<file path="src/rtl/bcd_count_reverser_if.sv">
// Bus bundle between the BCD counter, the count-down view generator and the display driver.
interface bcd_count_reverser_if;
    logic [7:0] RevIn;
    logic       ModeSel;
    logic [3:0] RevFromH;
    logic [3:0] RevFromL;
    logic [7:0] RevOut;
    logic       RevSat;

    modport master (
        output RevIn, ModeSel, RevFromH, RevFromL,
        input  RevOut, RevSat
    );

    modport slave (
        input  RevIn, ModeSel, RevFromH, RevFromL,
        output RevOut, RevSat
    );
endinterface

</file>
<file path="src/rtl/bcd_count_reverser.sv">
// Two-digit BCD count-down view: pass-through or per-digit (limit - count).
// The digits are independent, so there is no borrow between them. The result is registered.
module bcd_count_reverser #(
    parameter int unsigned MAX_DIGIT = 9
) (
    input  logic                   clk,
    input  logic                   rst,
    bcd_count_reverser_if.slave    bus
);
    localparam int unsigned DIGIT_W = 4;
    localparam logic [DIGIT_W-1:0] MAX_D = DIGIT_W'(MAX_DIGIT);

    // Any out-of-range nibble is treated as the largest legal digit
    function automatic logic [DIGIT_W-1:0] clamp_digit(input logic [DIGIT_W-1:0] d);
        return (d > MAX_D) ? MAX_D : d;
    endfunction

    logic [DIGIT_W-1:0] cnt_hi, cnt_lo, lim_hi, lim_lo;
    logic [7:0]         rev_out_d, rev_out_q;
    logic               rev_sat_d, rev_sat_q;

    always_comb begin
        cnt_hi = clamp_digit(bus.RevIn[7:4]);
        cnt_lo = clamp_digit(bus.RevIn[3:0]);
        lim_hi = clamp_digit(bus.RevFromH);
        lim_lo = clamp_digit(bus.RevFromL);
    end

    // Next result: a digit whose count exceeds its limit floors at 0 and flags saturation
    always_comb begin
        rev_out_d = {cnt_hi, cnt_lo};
        rev_sat_d = 1'b0;
        if (bus.ModeSel) begin
            if (cnt_hi > lim_hi) begin
                rev_out_d[7:4] = '0;
                rev_sat_d      = 1'b1;
            end else begin
                rev_out_d[7:4] = lim_hi - cnt_hi;
            end
            if (cnt_lo > lim_lo) begin
                rev_out_d[3:0] = '0;
                rev_sat_d      = 1'b1;
            end else begin
                rev_out_d[3:0] = lim_lo - cnt_lo;
            end
        end
    end

    always_ff @(posedge clk or posedge rst) begin
        if (rst) begin
            rev_out_q <= 8'h00;
            rev_sat_q <= 1'b0;
        end else begin
            rev_out_q <= rev_out_d;
            rev_sat_q <= rev_sat_d;
        end
    end

    assign bus.RevOut = rev_out_q;
    assign bus.RevSat = rev_sat_q;
endmodule

</file>
<file path="src/flat_wrapper.sv">
// flat-port wrapper written by rule: the top's interface ports become plain ports
module bcd_count_reverser_flat 
#(
    parameter int unsigned MAX_DIGIT = 9
)
  (clk, rst, bus_RevIn, bus_ModeSel, bus_RevFromH, bus_RevFromL, bus_RevOut, bus_RevSat);
  bcd_count_reverser_if bus_i ();
  input  logic clk;
  input  logic rst;
  input wire logic [$bits(bus_i.RevIn)-1:0] bus_RevIn;
  input wire logic [$bits(bus_i.ModeSel)-1:0] bus_ModeSel;
  input wire logic [$bits(bus_i.RevFromH)-1:0] bus_RevFromH;
  input wire logic [$bits(bus_i.RevFromL)-1:0] bus_RevFromL;
  output wire logic [$bits(bus_i.RevOut)-1:0] bus_RevOut;
  output wire logic [$bits(bus_i.RevSat)-1:0] bus_RevSat;
  assign bus_i.RevIn = bus_RevIn;
  assign bus_i.ModeSel = bus_ModeSel;
  assign bus_i.RevFromH = bus_RevFromH;
  assign bus_i.RevFromL = bus_RevFromL;
  assign bus_RevOut = bus_i.RevOut;
  assign bus_RevSat = bus_i.RevSat;
  bcd_count_reverser #(.MAX_DIGIT(MAX_DIGIT)) u_core (.clk(clk), .rst(rst), .bus(bus_i));
endmodule
</file>
<file path="config.mk">
export PLATFORM = sky130hd
export DESIGN_NAME = bcd_count_reverser_flat
export DESIGN_NICKNAME = d
export VERILOG_FILES = /design/src/rtl/bcd_count_reverser_if.sv /design/src/rtl/bcd_count_reverser.sv /design/src/flat_wrapper.sv
export SDC_FILE = /design/constraint.sdc
export NUM_CORES = 1
export LEC_CHECK = 0
export CAP_MARGIN = 0
export CORE_AREA = 2 2 39 41
export DETAILED_ROUTE_END_ITERATION = 7
export DIE_AREA = 0 0 41 43
export DONT_BUFFER_PORTS = 1
export GPL_TIMING_DRIVEN = 0
export PLACE_DENSITY = 0.66
export SYNTH_ARGS = -nofsm -noshare
export SYNTH_HDL_FRONTEND = slang
export SYNTH_SLANG_ARGS = --single-unit
</file>
<file path="constraint.sdc">
create_clock -name clk -period 1 [get_ports clk]
set_input_delay 0.05 -clock clk [delete_from_list [all_inputs] [get_ports clk]]
set_output_delay 0.05 -clock clk [all_outputs]
set_load 0.05 [all_outputs]
</file>
==> impl_metrics.csv <==
group,metric,value,unit
drt,via_count,546,
status,violations,"negative setup slack",
timing,fin_setup_tns,-1910,ps
worst_setup_path,crit_fanout,3,
logic_synthesis,ys_top_cells_by_area,"dfrtp_1 (33%), ha_1 (15%), fa_1 (5.9%)",
final_layout,seq_area,225,um^2
global_routing,grt_overflow,0,
die,initial_core_util,0.494,
final_layout,multi_input_area,445,um^2
worst_setup_path,worst_ep_arrival_time,1450,ps
power,peakVddDrop,0.420,mV
worst_setup_path,end_kind,"flop",
worst_setup_path,cp.buffers_inverters,1,
final_layout,final_nets,117,
logic_synthesis,synth_simple_gate_area_frac,0.145,
worst_setup_path,worstPathCellList,"o21a_1, nor2_1, ha_2, inv_2, fa_2, a21o_1, a21oi_2, nand2b_4, o22ai_2",
timing,worst_pin_slew,457,ps
die,die_height,43,um
logic_synthesis,synthFlopType,"dfrtp_1",
global_routing,grt_pass1_wl,2190,um
timing,setup_ws,-313,ps
logic_synthesis,ys_warn_count,0,
die,die-area,1760,um^2
timing,timing.fmax,0.762,GHz
worst_setup_path,slowest_stage,"fa_2",
worst_setup_path,crit_family,"compound AO/OA/AOI/OAI gates",
die,io_pins,28,
clock_network,cts_max_level,1,
timing,rsz0062_at_grt,"yes",
drt,drt_iter0_drc,4,
worst_setup_path,start_kind,"input pin",
global_routing,grt.total_usage,0.191,
worst_setup_path,critPathKind,"in -> reg",
power,p_leak,0.396,nW
clock_network,clock-root-buffer,"clkbuf_4",
logic_synthesis,synth_cell_types,24,
logic_synthesis,synth.mux.area_fraction,0,
timing,finalMaxSlewViolations,0,
place,dp_hpwl,1050,um
clock_network,clk_pin_slew,60,ps
power,total_power,1.14,mW
power,cellPowerDensity,1360,nW/um^2
timing,relSlewSlack,0.695,
drt,antenna_left,0,
drt,drc,0,
clock_network,cts_tree,"done",
logic_synthesis,ys_seq_elements,9,
logic_synthesis,synth_top_area_share,0.330,
final_layout,diodes,0,
logic_synthesis,yosysMostFrequentCell,"dfrtp_1",
final_layout,n_fill_cell,120,
logic_synthesis,synthTopCellsByCount,"dfrtp_1 (9), ha_1 (8), inv_1 (7), nand2_1 (6)",
logic_synthesis,avgSynthCellArea,9.36,um^2
logic_synthesis,synth_top_family_by_area,"compound AO/OA/AOI/OAI gates",
clock_network,cts_buffers,3,
worst_setup_path,slowest_delay,330,ps
global_routing,antenna_found_initial,0,
final_layout,drive_above_1_share,0.230,
logic_synthesis,synth_edf_count,0,
logic_synthesis,yosysTopAreaCell,"dfrtp_1",
place,dp_slack,-561,ps
logic_synthesis,synth_compound_area_frac,0.212,
drt,routed_wl,1440,um
die,core,1380,um^2
logic_synthesis,synthAdderAreaFrac,0.205,
die,die_w,41,um
run,cap_violations,0,
timing,final_hold_viol_count,0,
logic_synthesis,synthXorXnorAreaFrac,0.0513,
place,port_buffers,0,
logic_synthesis,synth_nets,102,
hold_path,hp-class,"in -> reg",
logic_synthesis,synth.yosys.seq_area_share,0.330,
timing,setup_viol,9,
global_routing,grt_max_degree,10,
clock_network,cts_sinks,9,
worst_setup_path,required,1140,ps
place,gp_congestion,0.801,
final_layout,syn_to_final_growth,23.4,%
clock_network,cts_max_path_buffers,2,
timing,fin_crit_sh,1.31,
logic_synthesis,synthCells,73,
status,status,"complete, but fails checks",
drt,drtPass1Iterations,4,
global_routing,grt_pass1_vias,523,
drt,via_per_inst,5.30,
die,placementRows,14,
drt,wl_per_cell,14.0,um
logic_synthesis,syn-cell-area,683,um^2
timing,min_period,1310,ps
logic_synthesis,async_flop_share,1.00,
stage by stage:
stage,hold WS (ps),cells,utilization,area [um^2]
4_1_cts,8.56,99,0.577,798
3_5_place_dp,-87.1,89,0.516,714
2_1_floorplan,-122,73,-,694
3_3_place_gp,-103,89,0.516,714
5_1_grt,26.4,103,0.609,843
6_report,7.13,103,0.609,843
flip-flops by register name, summed over array words and instances, names as in the netlist:
register	count
u_core.bus.RevOut	8
u_core.bus.RevSat	1
worst paths after layout:
kind,startpoint,end,slack [ps],depth (start not counted)
worst min-delay path,bus_RevIn[1],u_core.bus.RevOut[1]$_DFF_PP0_,7,2
max in group asynchronous,rst,u_core.bus.RevSat$_DFF_PP0_,580,2
worst max-delay path,bus_RevFromH[2],u_core.bus.RevOut[7]$_DFF_PP0_,-310,9
min in group asynchronous,rst,u_core.bus.RevOut[5]$_DFF_PP0_,180,2
cell type report:
| cell class | count | share of cell area |
|---|---|---|
| buffer | 3 | 0.0148 |
| clock buffer | 4 | 0.0312 |
| inverter | 7 | 0.0312 |
| multi-input combinational | 54 | 0.528 |
| sequential | 9 | 0.267 |
| tap | 16 | 0.0237 |
| timing repair buffer | 10 | 0.104 |
power by group:
part	switching [mW]	leakage, nW	internal [mW]	total (mW)
clock network	0.121	0.0150	0.153	0.275
logic	0.152	0.267	0.160	0.312
registers	0.157	0.114	0.401	0.558
total	0.431	0.396	0.714	1.14
cells in the final DEF (no fill, tap or decap):
cell           n
a21o_1         2
a21oi_1        1
a21oi_2        1
a22o_1         1
a31oi_1        1
buf_2          1
buf_4          5
clkbuf_1       3
clkbuf_4       3
dfrtp_1        9
dlygate4sd3_1  5
fa_2           2
ha_1           6
ha_2           2
inv_1          6
inv_2          1
nand2_1        6
nand2b_1       2
nand2b_4       1
nor2_1         5
nor2b_1        5
o21a_1         4
o21ai_0        1
o21ai_1        2
o21ai_2        2
o22ai_1        3
o22ai_2        1
o2bb2ai_1      1
o2bb2ai_2      1
xnor2_1        2
xor2_1         2
kinds of logic (layout without fill, tap and decap cells):
family          count (synthesis)  in the layout
compound gates                 21             21
simple gates                   19             19
fa+ha+maj                      10             10
buf+inv                        10             24
flops                           9              9
xor+xnor                        4              4
metal layers:
metal  track usage  part of all wire  vias up
met1         0.221              0.43      240
li1              -                 -      277
met4         0.167             0.045        0
met5             0                 0        -
met3        0.0419             0.058        8
met2         0.275              0.47       21
what timing repair did:
item                                    in CTS  in global routing
resized for setup                            0                  4
buffers inserted                             1                  4
hold buffers                                 5                  0
endpoints found under the setup margin       9                  9
hold endpoints to repair                    12                  0
pin swaps                                    3                  0
gates cloned                                 0                  0
(Power assumes the default switching activity.)
